**src/rtl/axi_portal_initiator_pkg.sv**
```systemverilog
// rtl/axi_portal_initiator_pkg.sv - shared widths, FSM state types and error bit positions
package axi_portal_initiator_pkg;

   localparam int ADDR_W = 32;
   localparam int DATA_W = 32;
   localparam int ID_W   = 12;
   localparam int LEN_W  = 4;
   localparam int RESP_W = 2;
   localparam int ERR_W  = 4;

   localparam int ERR_LAST    = 0;
   localparam int ERR_ID      = 1;
   localparam int ERR_RESP    = 2;
   localparam int ERR_TIMEOUT = 3;

   typedef enum logic [1:0] {R_IDLE, R_ADDR, R_DATA} r_state_t;
   typedef enum logic [1:0] {W_IDLE, W_ADDR, W_DATA, W_RESP} w_state_t;

endpackage

```
**src/rtl/axi_resp_timer.sv**
```systemverilog
// rtl/axi_resp_timer.sv - idle-cycle watchdog for a response-wait state
module axi_resp_timer #(
   parameter int TIMEOUT_CYCLES = 1024
) (
   input  logic clk,
   input  logic rst_n,
   input  logic run,
   input  logic clear,
   output logic expire
);

   localparam int CW = $clog2(TIMEOUT_CYCLES + 1);

   logic [CW-1:0] count;

   // Leaving the wait state or seeing a response both restart the count.
   always_ff @(posedge clk or negedge rst_n) begin
      if (!rst_n)
         count <= '0;
      else if (!run || clear)
         count <= '0;
      else
         count <= count + 1'b1;
   end

   assign expire = run && !clear && (count == CW'(TIMEOUT_CYCLES - 1));

endmodule

```
**src/rtl/axi_portal_initiator.sv**
```systemverilog
// rtl/axi_portal_initiator.sv - client read/write requests turned into MAXIGP0 AXI bursts
module axi_portal_initiator
   import axi_portal_initiator_pkg::*;
#(
   parameter int TIMEOUT_CYCLES = 1024
) (
   input  logic              CLK,
   input  logic              nRST,
   input  logic              rreq_enq__ENA,
   output logic              rreq_enq__RDY,
   input  logic [ADDR_W-1:0] rreq_enq_addr,
   input  logic [LEN_W-1:0]  rreq_enq_len,
   input  logic [ID_W-1:0]   rreq_enq_id,
   input  logic              wreq_enq__ENA,
   output logic              wreq_enq__RDY,
   input  logic [ADDR_W-1:0] wreq_enq_addr,
   input  logic [LEN_W-1:0]  wreq_enq_len,
   input  logic [ID_W-1:0]   wreq_enq_id,
   input  logic              wdata_enq__ENA,
   output logic              wdata_enq__RDY,
   input  logic [DATA_W-1:0] wdata_enq_v,
   output logic              MAXIGP0_O_AR__ENA,
   output logic [ADDR_W-1:0] MAXIGP0_O_AR_addr,
   output logic [ID_W-1:0]   MAXIGP0_O_AR_id,
   output logic [LEN_W-1:0]  MAXIGP0_O_AR_len,
   input  logic              MAXIGP0_O_AR__RDY,
   output logic              MAXIGP0_O_AW__ENA,
   output logic [ADDR_W-1:0] MAXIGP0_O_AW_addr,
   output logic [ID_W-1:0]   MAXIGP0_O_AW_id,
   output logic [LEN_W-1:0]  MAXIGP0_O_AW_len,
   input  logic              MAXIGP0_O_AW__RDY,
   output logic              MAXIGP0_O_W__ENA,
   output logic [DATA_W-1:0] MAXIGP0_O_W_data,
   output logic [ID_W-1:0]   MAXIGP0_O_W_id,
   output logic              MAXIGP0_O_W_last,
   input  logic              MAXIGP0_O_W__RDY,
   input  logic              MAXIGP0_I_R__ENA,
   input  logic [DATA_W-1:0] MAXIGP0_I_R_data,
   input  logic [ID_W-1:0]   MAXIGP0_I_R_id,
   input  logic              MAXIGP0_I_R_last,
   input  logic [RESP_W-1:0] MAXIGP0_I_R_resp,
   output logic              MAXIGP0_I_R__RDY,
   input  logic              MAXIGP0_I_B__ENA,
   input  logic [ID_W-1:0]   MAXIGP0_I_B_id,
   input  logic [RESP_W-1:0] MAXIGP0_I_B_resp,
   output logic              MAXIGP0_I_B__RDY,
   output logic              rdata_enq__ENA,
   output logic [DATA_W-1:0] rdata_enq_v,
   output logic              rdata_enq_last,
   output logic [RESP_W-1:0] rdata_enq_resp,
   input  logic              rdata_enq__RDY,
   output logic              done_enq__ENA,
   output logic [ID_W-1:0]   done_enq_id,
   output logic [RESP_W-1:0] done_enq_resp,
   input  logic              done_enq__RDY,
   output logic [ERR_W-1:0]  err,
   input  logic              errClear
);

   r_state_t          r_state, r_next;
   w_state_t          w_state, w_next;
   logic [ADDR_W-1:0] r_addr, w_addr;
   logic [ID_W-1:0]   r_id, w_id;
   logic [LEN_W-1:0]  r_len, w_len, r_cnt, w_cnt;
   logic              r_final, w_final;
   logic              r_xfer, w_xfer, b_xfer;
   logic              r_expire, w_expire;
   logic [ERR_W-1:0]  err_set;

   assign r_final = (r_cnt == r_len);
   assign w_final = (w_cnt == w_len);
   assign r_xfer  = MAXIGP0_I_R__ENA && MAXIGP0_I_R__RDY;
   assign w_xfer  = MAXIGP0_O_W__ENA && MAXIGP0_O_W__RDY;
   assign b_xfer  = MAXIGP0_I_B__ENA && MAXIGP0_I_B__RDY;

   axi_resp_timer #(.TIMEOUT_CYCLES(TIMEOUT_CYCLES)) r_timer (
      .clk(CLK), .rst_n(nRST), .run(r_state == R_DATA), .clear(r_xfer), .expire(r_expire)
   );

   axi_resp_timer #(.TIMEOUT_CYCLES(TIMEOUT_CYCLES)) w_timer (
      .clk(CLK), .rst_n(nRST), .run(w_state == W_RESP), .clear(b_xfer), .expire(w_expire)
   );

   always_ff @(posedge CLK or negedge nRST) begin
      if (!nRST) begin
         r_state <= R_IDLE;
         w_state <= W_IDLE;
      end else begin
         r_state <= r_next;
         w_state <= w_next;
      end
   end

   always_comb begin
      r_next = r_state;
      case (r_state)
         R_IDLE:  if (rreq_enq__ENA) r_next = R_ADDR;
         R_ADDR:  if (MAXIGP0_O_AR__RDY) r_next = R_DATA;
         R_DATA:  if ((r_xfer && r_final) || r_expire) r_next = R_IDLE;
         default: r_next = R_IDLE;
      endcase
   end

   always_comb begin
      w_next = w_state;
      case (w_state)
         W_IDLE:  if (wreq_enq__ENA) w_next = W_ADDR;
         W_ADDR:  if (MAXIGP0_O_AW__RDY) w_next = W_DATA;
         W_DATA:  if (w_xfer && w_final) w_next = W_RESP;
         W_RESP:  if (b_xfer || w_expire) w_next = W_IDLE;
         default: w_next = W_IDLE;
      endcase
   end

   // Handshake outputs are qualified by the owning state only, never by the same channel's ready.
   always_comb begin
      rreq_enq__RDY     = (r_state == R_IDLE);
      MAXIGP0_O_AR__ENA = (r_state == R_ADDR);
      MAXIGP0_I_R__RDY  = (r_state == R_DATA) && rdata_enq__RDY;
      rdata_enq__ENA    = (r_state == R_DATA) && MAXIGP0_I_R__ENA;
      wreq_enq__RDY     = (w_state == W_IDLE);
      MAXIGP0_O_AW__ENA = (w_state == W_ADDR);
      MAXIGP0_O_W__ENA  = (w_state == W_DATA) && wdata_enq__ENA;
      wdata_enq__RDY    = (w_state == W_DATA) && MAXIGP0_O_W__RDY;
      MAXIGP0_I_B__RDY  = (w_state == W_RESP) && done_enq__RDY;
      done_enq__ENA     = (w_state == W_RESP) && MAXIGP0_I_B__ENA;
   end

   assign MAXIGP0_O_AR_addr = r_addr;
   assign MAXIGP0_O_AR_id   = r_id;
   assign MAXIGP0_O_AR_len  = r_len;
   assign MAXIGP0_O_AW_addr = w_addr;
   assign MAXIGP0_O_AW_id   = w_id;
   assign MAXIGP0_O_AW_len  = w_len;
   assign MAXIGP0_O_W_data  = wdata_enq_v;
   assign MAXIGP0_O_W_id    = w_id;
   assign MAXIGP0_O_W_last  = w_final;
   assign rdata_enq_v       = MAXIGP0_I_R_data;
   assign rdata_enq_last    = MAXIGP0_I_R_last;
   assign rdata_enq_resp    = MAXIGP0_I_R_resp;
   assign done_enq_id       = MAXIGP0_I_B_id;
   assign done_enq_resp     = MAXIGP0_I_B_resp;

   always_ff @(posedge CLK or negedge nRST) begin
      if (!nRST) begin
         r_addr <= '0;
         r_id   <= '0;
         r_len  <= '0;
         r_cnt  <= '0;
         w_addr <= '0;
         w_id   <= '0;
         w_len  <= '0;
         w_cnt  <= '0;
      end else begin
         if (rreq_enq__RDY && rreq_enq__ENA) begin
            r_addr <= rreq_enq_addr;
            r_id   <= rreq_enq_id;
            r_len  <= rreq_enq_len;
            r_cnt  <= '0;
         end else if (r_xfer) begin
            r_cnt <= r_cnt + 1'b1;
         end
         if (wreq_enq__RDY && wreq_enq__ENA) begin
            w_addr <= wreq_enq_addr;
            w_id   <= wreq_enq_id;
            w_len  <= wreq_enq_len;
            w_cnt  <= '0;
         end else if (w_xfer) begin
            w_cnt <= w_cnt + 1'b1;
         end
      end
   end

   always_comb begin
      err_set = '0;
      if (r_xfer) begin
         if (MAXIGP0_I_R_last != r_final) err_set[ERR_LAST] = 1'b1;
         if (MAXIGP0_I_R_id != r_id) err_set[ERR_ID] = 1'b1;
         if (MAXIGP0_I_R_resp != '0) err_set[ERR_RESP] = 1'b1;
      end
      if (b_xfer) begin
         if (MAXIGP0_I_B_id != w_id) err_set[ERR_ID] = 1'b1;
         if (MAXIGP0_I_B_resp != '0) err_set[ERR_RESP] = 1'b1;
      end
      if (r_expire || w_expire) err_set[ERR_TIMEOUT] = 1'b1;
   end

   // A new error in the clearing cycle survives the clear.
   always_ff @(posedge CLK or negedge nRST) begin
      if (!nRST)
         err <= '0;
      else
         err <= (errClear ? '0 : err) | err_set;
   end

endmodule
```
**config.mk**
```make
export PLATFORM = sky130hd
export DESIGN_NAME = axi_portal_initiator
export DESIGN_NICKNAME = d
export VERILOG_FILES = /design/src/rtl/axi_portal_initiator_pkg.sv /design/src/rtl/axi_resp_timer.sv /design/src/rtl/axi_portal_initiator.sv
export SDC_FILE = /design/constraint.sdc
export NUM_CORES = 1
export LEC_CHECK = 0
export BUFFER_PORTS_ARGS = -buffer_cell sky130_fd_sc_hd__buf_4
export CORE_AREA = 2 2 156 158
export CTS_BUF_LIST = sky130_fd_sc_hd__clkbuf_2 sky130_fd_sc_hd__clkbuf_4 sky130_fd_sc_hd__clkbuf_8
export CTS_CLUSTER_SIZE = 28
export DETAILED_ROUTE_END_ITERATION = 10
export DIE_AREA = 0 0 158 160
export PLACE_DENSITY_LB_ADDON = 0.2
export REMOVE_ABC_BUFFERS = 1
export SLEW_MARGIN = 0
export SYNTH_ARGS = -nofsm -noshare
export SYNTH_HDL_FRONTEND = slang
export SYNTH_SLANG_ARGS = --single-unit
export TNS_END_PERCENT = 30
```
**constraint.sdc**
```tcl
create_clock -name CLK -period 4.55 [get_ports CLK]
set_input_delay 0.455 -clock CLK [delete_from_list [all_inputs] [get_ports CLK]]
set_output_delay 0.455 -clock CLK [all_outputs]
set_load 0.05 [all_outputs]
```
# After elaboration in Yosys (flattened, before gate mapping)
# Cells that the tools add are included.
[classes] addsub=4 n_eq_ne=19 mux=24 n_bitwise=1 n_reduce_logical=34
[ops] cell="inequality test 12 bit" count=2
[ops] cell="adder 11 x 1 -> 11 bit, second input constant" count=2
[ops] cell="== test 11 x 10 -> 1 bit, second input constant" count=2
[ops] cell="two-way mux 11 bit" count=2
[ops] cell="two-way mux 4 bit" count=5
[ops] cell="logical AND 1 bit" count=17
[ops] cell="two-way mux 2 bit" count=8
[ops] cell="inequality test 2 bit, second input constant" count=5
[ops] cell="adder 4 x 1 -> 4 bit, second input constant" count=2
[ops] cell="== test 4 bit" count=2
[ops] cell="case mux 2 bit (4 select lines)" count=1
[ops] cell="nonzero test 2 bit" count=4
[ops] cell="== test 2 bit, second input constant" count=3
[ops] cell="two-way mux 1 bit" count=6
[ops] cell="case mux 2 bit (3 select lines)" count=1
[ops] cell="logical OR 1 bit" count=5
[ops] cell="== test 2 x 1 -> 1 bit, second input constant" count=2
[ops] cell="zero test 1 bit" count=4
[ops] cell="zero test 2 bit" count=2
[ops] cell="inequality test 2 x 1 -> 1 bit, second input constant" count=2
[ops] cell="bitwise OR 4 bit" count=1
[ops] cell="AND reduction 4 bit" count=1
[ops] cell="two-way mux 3 bit" count=1
[ops] cell="AND reduction 3 bit" count=1
[ops] cell="inequality test 1 bit" count=1
[word_totals] register_bits=134 inputBits=202 out_inout_bits=204

# Depth between registers and ports, before layout
[logic_depth] word_depth=9 mapped_depth=6

# Hierarchy
# Synthesis repeated with hierarchy kept, for this count alone.
[hier_totals] cells_unflattened=539 area_unflattened_um2=6542.5
[modules_own_cells] mod="axi_portal_initiator" instances=1 cells_per_inst=433 area_each_um2=5484.0 seq_area_each_um2=2802.7
[modules_own_cells] mod="axi_resp_timer" instances=2 cells_per_inst=53 area_each_um2=529.3 seq_area_each_um2=275.3

# Least setup slack after synthesis
# Ideal clock, no wire load.
[synth_timing] path_kind="register to register" start="reg w_len[1] (netlist: MAXIGP0_O_AW_len[1])" end="reg w_state[0]" arrival_ps=2350 required_ps=4456 path_slack_ps=2105 stages_incl_launch_ff=5 path_buffers=0 synth_period_minus_slack_ps=2445 path_cell_list="dfrtp_1 > xor2_1 > nor4_2 > a31oi_1 > a211oi_1"
[synth_via] elab_chain_len=4
[synth_rtl] item="start, declared" line_no="axi_portal_initiator.sv:64" text="logic [LEN_W-1:0] r_len, w_len, r_cnt, w_cnt;"
[synth_rtl] item="start signal, assigned" line_no="axi_portal_initiator.sv:166" text="w_len <= wreq_enq_len;"
[synth_rtl] item="== test 4 bit" line_no="axi_portal_initiator.sv:71" text="assign w_final = (w_cnt == w_len);"
[synth_rtl] item="via MAXIGP0_O_W_last" line_no="axi_portal_initiator.sv:35" text="output logic MAXIGP0_O_W_last,"
[synth_rtl] item="logical AND 1 bit" line_no="axi_portal_initiator.sv:109" text="W_DATA: if (w_xfer && w_final) w_next = W_RESP;"
[synth_rtl] item="inequality test 2 bit (no source line)"
[synth_rtl] item="AND reduction 4 bit (no source line)"
[synth_rtl] item="end signal, assigned" line_no="axi_portal_initiator.sv:90" text="w_state <= w_next;"
[synth_rtl] item="end, declared" line_no="axi_portal_initiator.sv:61" text="w_state_t w_state, w_next;"
# The timed path passes the listed nets, and every way through them passes these cells.
# A chain may end at the register's enable or synchronous reset.

# Final worst setup path
[layout_timing] start="reg w_state[0]" end="reg w_id[9] (netlist: MAXIGP0_O_AW_id[9])"
[layout_via] elab_chain_len=2
[layout_rtl] item="zero test 2 bit" line_no="axi_portal_initiator.sv:121" text="wreq_enq__RDY = (w_state == W_IDLE);"
[layout_rtl] item="logical AND 1 bit" line_no="axi_portal_initiator.sv:163" text="if (wreq_enq__RDY && wreq_enq__ENA) begin"
[layout_rtl] item="end signal, assigned" line_no="axi_portal_initiator.sv:165" text="w_id <= wreq_enq_id;"
[layout_rtl] item="end, declared" line_no="axi_portal_initiator.sv:63" text="logic [ID_W-1:0] r_id, w_id;"
# Every way passes these cells.

==> impl_metrics.yaml <==
timing:
  rsz0062_at_grt: "no"
  period_needed_ns: 2.35
  setup_viol: 0
  drv_slew: 0
  tightest_slew_ns: 1.23
  setup-tns-final_ns: 0
  slew_headroom_pct: 17.7
  finalCritPeriodShare_pct: 51.6
  hold_viol_final: 0
  fmax_mhz: 426
  skew_ns: 0.0178
global_route:
  antenna_found_initial: 2
  grtUsageTotal_pct: 19.4
  grt-ovfl-total: 0
  grt_max_degree: 104
  grt_pass1_wl_mm: 34.3
  first_global_vias: 4827
pwr:
  p_sw_share_pct: 50.8
  sequentialPowerShare_pct: 29.2
  vdd_ir_drop_max_mv: 0.444
  p_sw_uw: 3580
  p_clk_share_pct: 14.1
  p_int_uw: 3470
  combinationalPowerShare_pct: 56.7
  powerDensity_mw_per_mm2: 816
  power.leakage_uw: 0.00405
yosys:
  postSynthCellCount: 532
  synth_enable_flop_cells: 0
  ys_warn_count: 0
  synthFlopType: "dfrtp_1"
  ys_seq_area_share_pct: 51.4
  yosys_register_bits: 134
  async_reset_ff_share_pct: 100
  synth_cell_types: 43
  syn_avg_cell_area_um2: 12.3
  synth_area_mm2: 0.00652
layout:
  drive_gt1_share_pct: 47.1
  final_nets: 934
  fill_cells: 2407
  final_cells: 1060
  area_growth_pct: 32.7
  finish.instance_area_mm2: 0.00865
floorplanning:
  die_w_um: 158
  die_height_um: 160
  boundaryPins: 406
  coreArea_mm2: 0.0238
  num_rows: 57
  die_area_mm2: 0.0253
  initial_utilization_pct: 27.4
placement:
  port_buffers: 277
  hpwl_mm: 20.5
  place_congestion: 0.781
  dp.cells: 1028
  place_area_mm2: 0.00826
clock_tree:
  ctsResizeCount: 0
  clk_latency_ns: 0.44
  post_cts_buffers: 0
  clk_pin_slew_ns: 0.09
  cts-buffers-inserted: 17
  cts_root_buf: "clkbuf_8"
  max-clock-path-buffers: 2
  cts.sinks: 134
  htreeDepth: 4
  cts_hold_buf: 0
  cts_tree: "built"
setup_path:
  reg2reg_depth: 4
  cp-end-kind: "flip-flop"
  path_class: "flip-flop to flip-flop"
  worstPathMaxFanout: 48
  crit-reg2reg-launch: "w_state[0]"
  crit_start: "w_state[0]"
  start_kind: "flip-flop"
  worst-endpoint-required_ns: 4.86
  cp.arrival_ns: 2.65
  crit-reg2reg-capture: "MAXIGP0_O_AW_id[9]"
  regToRegSetupSlack_ns: 2.20
job:
  cap_violations: 0
outcome:
  outcome: "complete, no violations"
route:
  wl_mm: 24.9
  drtIter0Drc: 162
  vias_per_cell: 4.43
  drc: 0
  vias: 4698
  avgRoutedWirePerCell_um: 23.5
  ant_nets: 0
  drt-pass1-iter-count: 4
hold_path:
  worstHoldPathType: "input pin to asynchronous set/reset pin"
==> layout make-up <==
type,count,area [um2],share of cell area [%]
inverter,11,41.3,0.477
clock inverter,14,151,1.75
sequential,134,3350,38.8
clock buffer,17,234,2.70
tap,324,405,4.69
timing repair buffer,279,2100,24.3
multi-input combinational,280,2370,27.3
antenna,1,2.50,0.0289
==> sequential cells by signal (all words and copies together) (netlist names) <==
| signal | flops |
|---|---|
| MAXIGP0_O_AR_addr | 32 |
| MAXIGP0_O_AR_id | 12 |
| MAXIGP0_O_AR_len | 4 |
| MAXIGP0_O_AW_addr | 32 |
| MAXIGP0_O_AW_id | 12 |
| MAXIGP0_O_AW_len | 4 |
| err | 4 |
| r_cnt | 4 |
| r_state | 2 |
| r_timer.count | 11 |
| w_cnt | 4 |
| w_state | 2 |
| w_timer.count | 11 |
==> worst max-delay path, cell delays in order (launching register included) <==
cell,delay (ns)
dfrtp_1,0.42
inv_1,0.14
ha_1,0.31
nand2_2,0.71
mux2_1,0.60
==> power by group through the flow <==
| stage | Combinational (uW) | Sequential (uW) | Clock [uW] |
|---|---|---|---|
| 2_1_floorplan | 963 | 3770 | 0 |
| 3_3_place_gp | 4000 | 2070 | 0 |
| 3_5_place_dp | 4040 | 2080 | 0 |
| 4_1_cts | 4050 | 2070 | 1040 |
| 5_1_grt | 4180 | 2130 | 1090 |
| 6_report | 4000 | 2060 | 993 |
==> cell usage after synthesis, types with 2 or more instances <==
cell | instances | area (um2)
dfrtp_1 | 134 | 3350
buf_4 | 93 | 698
mux2_1 | 68 | 766
xnor2_1 | 34 | 298
mux2_2 | 28 | 315
nor2_1 | 25 | 93.8
xor2_1 | 20 | 175
nand2_1 | 17 | 63.8
inv_1 | 11 | 41.3
nand4_1 | 10 | 62.6
a21oi_1 | 9 | 45.0
and2_1 | 9 | 56.3
buf_2 | 9 | 45.0
ha_1 | 9 | 113
nand3_1 | 9 | 45.0
clkbuf_1 | 5 | 18.8
and3_1 | 4 | 25.0
nor3_1 | 4 | 20.0
o21ai_0 | 4 | 20.0
or3_1 | 4 | 25.0
a21o_1 | 2 | 15.0
nand3_2 | 2 | 20.0
o221ai_1 | 2 | 17.5
==> layout by cell type, fill, tap and decap left out, drive strengths merged, types with 9 or more instances in the layout <==
| cell type | instances |
|---|---|
| a21oi | 9 |
| and2 | 9 |
| buf | 279 |
| clkbuf | 17 |
| dfrtp | 134 |
| ha | 9 |
| inv | 14 |
| mux2 | 96 |
| nand2 | 17 |
| nand3 | 11 |
| nand4 | 10 |
| nor2 | 25 |
| xnor2 | 34 |
| xor2 | 20 |
==> how the worst max path moves through the flow <==
stage / endpoint / slack (ns)
after floorplan: MAXIGP0_O_AR_addr[0] / 1.56
after global placement: MAXIGP0_O_AW_addr[30] / 2.29
after detailed placement: MAXIGP0_O_AW_addr[31] / 2.20
after CTS: MAXIGP0_O_AW_id[9] / 2.20
after global routing: MAXIGP0_O_AW_addr[31] / 1.97
final: MAXIGP0_O_AW_id[9] / 2.20
==> per-layer routing <==
layer  global-route usage (%)  up-vias  part of all wire (%)
li1                         -     2096                     -
met1                     18.2     2214                    32
met2                     28.9      367                    44
met3                     20.4       17                    23
met4                     3.77        4                   1.0
met5                     5.95        -                  0.87
==> stage by stage <==
stage          power, uW  utilization (%)  setup WS [ns]  hold WS (ns)
3_3_place_gp        6070             34.7           2.29         0.437
4_1_cts             7150             36.3           2.20         0.138
6_report            7060             36.3           2.20         0.106
5_1_grt             7400             36.3           1.97         0.148
2_1_floorplan       4730                -           1.56         0.159
3_5_place_dp        6120             34.7           2.20         0.445
==> cell families (layout without fill, tap and decap cells) <==
group	count (synthesis)	after routing	share of synthesized area, %
AO/OA/AOI/OAI	28	28	2.98
XOR/XNOR	54	54	7.26
adder cells (fa/ha/maj)	9	9	1.73
buffers and inverters	118	321	12.3
flip-flops	134	134	51.4
multiplexers	97	97	16.7
other	0	1	0
AND/OR/NAND/NOR	92	92	7.54
Note: power is estimated with default switching activity, not from simulation.
